## src/rtl/timer_ctrl.sv

```systemverilog
// timer_ctrl: debounced start/clear buttons driving an IDLE/RUN/PAUSE/DONE sequencer with a tick divider; all outputs registered.
// Build option TIMER_CTRL_AUTORELOAD_EN: DONE expiry reloads and re-enters RUN instead of returning to IDLE.
module timer_ctrl #(
  parameter int TICK_DIV   = 12000000,
  parameter int FAST_DIV   = 6000000,
  parameter int DEB_CYCLES = 240000,
  parameter int DONE_TICKS = 5
) (
  input  logic       clk,
  input  logic       rst,
  input  logic       btn_start,
  input  logic       btn_clear,
  input  logic       set_fast,
  input  logic       cnt_zero,
  output logic       tick_en,
  output logic       load,
  output logic       run,
  output logic       alarm,
  output logic [1:0] state
);

  localparam logic [1:0] S_IDLE  = 2'd0;
  localparam logic [1:0] S_RUN   = 2'd1;
  localparam logic [1:0] S_PAUSE = 2'd2;
  localparam logic [1:0] S_DONE  = 2'd3;

  localparam int DW   = $clog2(DEB_CYCLES + 1);
  localparam int DIVW = $clog2(TICK_DIV);
  localparam int DNW  = $clog2(DONE_TICKS + 1);

  // Index 0 is the start button, index 1 the clear button.
  logic [1:0]    sync1_q, sync2_q, stable_q, evt_q;
  logic [DW-1:0] deb_cnt_q [2];

  always_ff @(posedge clk or negedge rst) begin
    if (!rst) begin
      sync1_q  <= '0;
      sync2_q  <= '0;
      stable_q <= '0;
      evt_q    <= '0;
      for (int i = 0; i < 2; i++) deb_cnt_q[i] <= '0;
    end else begin
      sync1_q <= {btn_clear, btn_start};
      sync2_q <= sync1_q;
      for (int i = 0; i < 2; i++) begin
        evt_q[i] <= 1'b0;
        if (sync2_q[i] == stable_q[i]) begin
          deb_cnt_q[i] <= '0;
        end else if (deb_cnt_q[i] == DW'(DEB_CYCLES - 1)) begin
          stable_q[i]  <= sync2_q[i];
          deb_cnt_q[i] <= '0;
          evt_q[i]     <= sync2_q[i];
        end else begin
          deb_cnt_q[i] <= deb_cnt_q[i] + 1'b1;
        end
      end
    end
  end

  logic            start_evt, clear_evt;
  logic [DIVW-1:0] div_q, div_d, lim_m1;
  logic [DNW-1:0]  done_q, done_d;
  logic [1:0]      state_d;
  logic            tick_d, load_d;

  assign start_evt = evt_q[0];
  assign clear_evt = evt_q[1];
  assign lim_m1    = set_fast ? DIVW'(FAST_DIV - 1) : DIVW'(TICK_DIV - 1);

  always_comb begin
    state_d = state;
    div_d   = div_q;
    done_d  = done_q;
    tick_d  = 1'b0;
    load_d  = 1'b0;
    // ">=" also catches a switch to the fast rate while div is already past the new limit.
    if (state == S_RUN || state == S_DONE) begin
      if (div_q >= lim_m1) begin
        div_d  = '0;
        tick_d = 1'b1;
      end else begin
        div_d = div_q + 1'b1;
      end
    end
    if (clear_evt) begin
      state_d = S_IDLE;
      tick_d  = 1'b0;
    end else begin
      case (state)
        S_IDLE: if (start_evt) begin
          state_d = S_RUN;
          load_d  = 1'b1;
          div_d   = '0;
        end
        S_RUN: begin
          if (cnt_zero) begin
            state_d = S_DONE;
            done_d  = '0;
          end else if (start_evt) begin
            state_d = S_PAUSE;
          end
        end
        S_PAUSE: if (start_evt) state_d = S_RUN;
        S_DONE: begin
          if (start_evt) begin
            state_d = S_RUN;
            load_d  = 1'b1;
            div_d   = '0;
            tick_d  = 1'b0;
          end else if (tick_en) begin
            if (done_q == DNW'(DONE_TICKS - 1)) begin
`ifdef TIMER_CTRL_AUTORELOAD_EN
              state_d = S_RUN;
              load_d  = 1'b1;
              div_d   = '0;
              tick_d  = 1'b0;
`else
              state_d = S_IDLE;
`endif
            end else begin
              done_d = done_q + 1'b1;
            end
          end
        end
        default: state_d = S_IDLE;
      endcase
    end
  end

  always_ff @(posedge clk or negedge rst) begin
    if (!rst) begin
      state   <= S_IDLE;
      div_q   <= '0;
      done_q  <= '0;
      tick_en <= 1'b0;
      load    <= 1'b0;
      run     <= 1'b0;
      alarm   <= 1'b0;
    end else begin
      state   <= state_d;
      div_q   <= div_d;
      done_q  <= done_d;
      tick_en <= tick_d;
      load    <= load_d;
      run     <= (state_d == S_RUN);
      alarm   <= (state_d == S_DONE);
    end
  end

endmodule

```

## config.mk

```make
export PLATFORM = sky130hd
export DESIGN_NAME = timer_ctrl
export DESIGN_NICKNAME = d
export VERILOG_FILES = /design/src/rtl/timer_ctrl.sv
export SDC_FILE = /design/constraint.sdc
export NUM_CORES = 1
export LEC_CHECK = 0
export ABC_AREA = 1
export CAP_MARGIN = 10
export CELL_PAD_IN_SITES_DETAIL_PLACEMENT = 0
export CELL_PAD_IN_SITES_GLOBAL_PLACEMENT = 1
export CORE_UTILIZATION = 43
export DETAILED_ROUTE_END_ITERATION = 8
export PLACE_DENSITY = 0.79
export SETUP_SLACK_MARGIN = 0.02
export SYNTH_ARGS = -nofsm -noshare
export SYNTH_HDL_FRONTEND = slang
export SYNTH_SLANG_ARGS = --single-unit
```

## constraint.sdc

```tcl
create_clock -name clk -period 1.51 [get_ports clk]
set_input_delay 0.3775 -clock clk [delete_from_list [all_inputs] [get_ports clk]]
set_output_delay 0.3775 -clock clk [all_outputs]
set_load 0.005 [all_outputs]
```

==> flow_summary.ini <==
[placement]
hpwl_um = 6950
placed_cell_area_um2 = 5140
place.port_buffers = 11
gp_congestion = 0.818
dp.cells = 727

[routing]
dr_wl_met2_um = 4900
num_vias = 3708
drt-met1-wl_um = 4530
wl_um = 9780
firstDrtPassIters = 4
wire_per_inst_um = 12.8
wl_met3_um = 245
drtAntennaViolNets = 0
highest_layer = met4
drc = 0
drtIter0Drc = 106
vias_per_cell = 4.87

[yosys]
synthCells = 533
synth_warnings = 0
synth_common_cells = nor2_1 (102), nand2_1 (95), dfrtp_1 (77), inv_1 (62)
avgSynthCellArea_um2 = 8.24
synth_top_cell_area_share = 0.438
synth_area_leaders = dfrtp_1 (44%), nor2_1 (8.7%), nand2_1 (8.1%), ha_1 (6.0%), inv_1 (5.3%)
synth_area_um2 = 4390
synthArstFlopShare = 1.00
syn_nets = 560
yosysMostFrequentCell = nor2_1
yosysSeqAreaShare = 0.438
synthDistinctLibCells = 36
synth-edff-count = 0
yosys.area.top_type = dfrtp_1
synth_seq_cells = 77
ys.flop_type = dfrtp_1

[clocking]
ctsRootBufferMaster = clkbuf_8
cts_made_buffers = 9
cts.clk_slew.worst_paths_ns = 0.08
cts_htree_levels = 3
clkLatencyLatePin_ns = 0.36
cts_tree = done
clkSinkCount = 77
clk_path_buf_depth = 2

[layout]
nets = 650
antenna_cells = 0
multi_input_area_um2 = 2680
finish.instance_area_um2 = 5960
layout.area.seq_um2 = 1930
fillers = 907
drive_gt1_frac = 0.328
syn_to_final_growth_pct = 35.7
final_cells = 761
final_util = 0.607

[power]
p_leak_nw = 2.67
peakVddDrop_mv = 0.479
p_per_area_nw_per_um2 = 649

[hold_path]
min_path_cells = 0
min_path_type = register to register

[floorplan]
die_h_um = 103
io_pins = 12
fp.dieW_um = 103
design.die.area_um2 = 10600
core-area_um2 = 9820
rows = 36
initial_core_util = 0.448

[timing]
fin_tns_setup_ns = -3.63
fin_crit_ns = 1.66
period_share = 1.10
drv_slew = 0
rsz0062_at_grt = yes
hold_ws_ns = 0.353
hold_viol = 0
worst_slack_ns = -0.146
setup_viol = 36
fmax_mhz = 604
finClkSkew_ns = 0.0111
relSlewSlack = 0.752
worst_pin_slew_ns = 0.369

[global_route]
antenna_found_initial = 0
overflow = 0
groute.usage.overall = 0.199
grt_pass1_wl_um = 16300
grt_max_degree = 27
grt_pass1_vias = 3634

[flow_run]
max-cap-violations = 0

[setup_path]
crit_type = register to register
endpoint_kind = register
cp.arrival_ns = 1.90
path_max_fanout = 6
worstPathRequired_ns = 1.75
critPathLaunchType = register
ff2ff_path_depth = 10

[status]
violations = negative setup slack
status = finished with violations
[path summary, 6_finish.rpt]
check / from / end / slack [ns]
worst max-delay path: div_q[23] / div_q[2] / -0.15
worst min register to register: sync1_q[0] / sync2_q[0] / 0.35
worst min-delay path: sync1_q[0] / sync2_q[0] / 0.35
min in group asynchronous: rst / stable_q[0] / 0.45
worst max register to register: div_q[23] / div_q[2] / -0.15
max in group asynchronous: rst / deb_cnt_q[13] / 0.55
[worst max-delay path: stages, from the launching register on]
cell	delay, ns
dfrtp_1	0.42
ha_4	0.30
nand2_2	0.07
nor2_4	0.11
nand2_2	0.06
nor2_2	0.12
a21oi_2	0.07
nand2_2	0.11
nand2_8	0.12
nand2_8	0.12
nor2_1	0.05
[registers in the layout (all words and copies together) (netlist names), 2 cells and up]
signal     cells
stable_q       2
evt_q          2
done_q         3
sync1_q        2
deb_cnt_q     36
div_q         24
sync2_q        2
state          2
[cells in the final DEF (no fill, tap or decap), types with 3 or more instances in the layout]
master           instances
nor2_2                  22
clkinvlp_4               3
buf_6                   12
buf_4                   56
inv_2                    6
nand4_1                  9
nand3_2                  6
ha_4                     8
dfrtp_1                 77
a21oi_1                  9
nor2_1                  73
nand2_1                 81
nand2_2                 14
nor3_2                  11
o21ai_0                  9
ha_1                    11
xnor2_1                 14
nand3_1                 17
buf_12                   5
dlygate4sd2_1            4
xor2_1                  24
nand2_4                  6
nand3b_1                 4
clkdlybuf4s50_1          3
a21oi_2                  3
clkbuf_8                10
nor3_4                   3
nor3_1                  13
nand2_8                  5
inv_1                   57
nor3b_1                  4
nor2_4                  17
nand3_4                  3
[power breakdown]
| group | internal [mW] | switching, mW | leakage (nW) |
|---|---|---|---|
| sequential | 2.08 | 0.0148 | 1.06 |
| clock | 0.812 | 0.774 | 0.0959 |
| combinational | 0.0823 | 0.111 | 1.52 |
[repair_timing]
| action | 4_1_cts | 5_1_grt |
|---|---|---|
| endpoints found under the hold margin | 16 | 0 |
| setup endpoints to repair | 53 | 65 |
| hold buffers | 1 | 0 |
| setup buffers | 1 | 13 |
| resized for setup | 38 | 97 |
| pin swaps | 5 | 42 |
| cloned | 1 | 2 |
[cell families after synthesis]
| group | count (synthesis) | synth area share |
|---|---|---|
| xor+xnor | 38 | 0.0757 |
| mux | 1 | 0.00228 |
| buf+inv | 72 | 0.0698 |
| simple gates | 293 | 0.315 |
| flops | 77 | 0.438 |
| compound gates | 31 | 0.0387 |
| fa+ha+maj | 21 | 0.0598 |
[per-stage QoR]
step | setup slack (ns) | power, mW
after floorplan | -0.0277 | 2.18
after global placement | -0.816 | 2.30
after detailed placement | -0.871 | 2.30
after CTS | -0.120 | 3.90
after global routing | -0.233 | 4.03
final | -0.146 | 3.87
[metal layers]
metal,vias up,GRT usage
met1,1776,0.256
met5,-,0
met3,11,0.0447
li1,1885,-
met4,0,0.0466
met2,36,0.342
[final cells by class]
| type | instances | share of cell area |
|---|---|---|
| multi-input cells | 387 | 0.449 |
| flip-flops and latches | 77 | 0.323 |
| repair buffers | 83 | 0.124 |
| well taps | 133 | 0.0279 |
| inverters | 65 | 0.0420 |
| clock buffers | 11 | 0.0237 |
| clock inverters | 5 | 0.00986 |
Power figures use the tool's default switching activity.
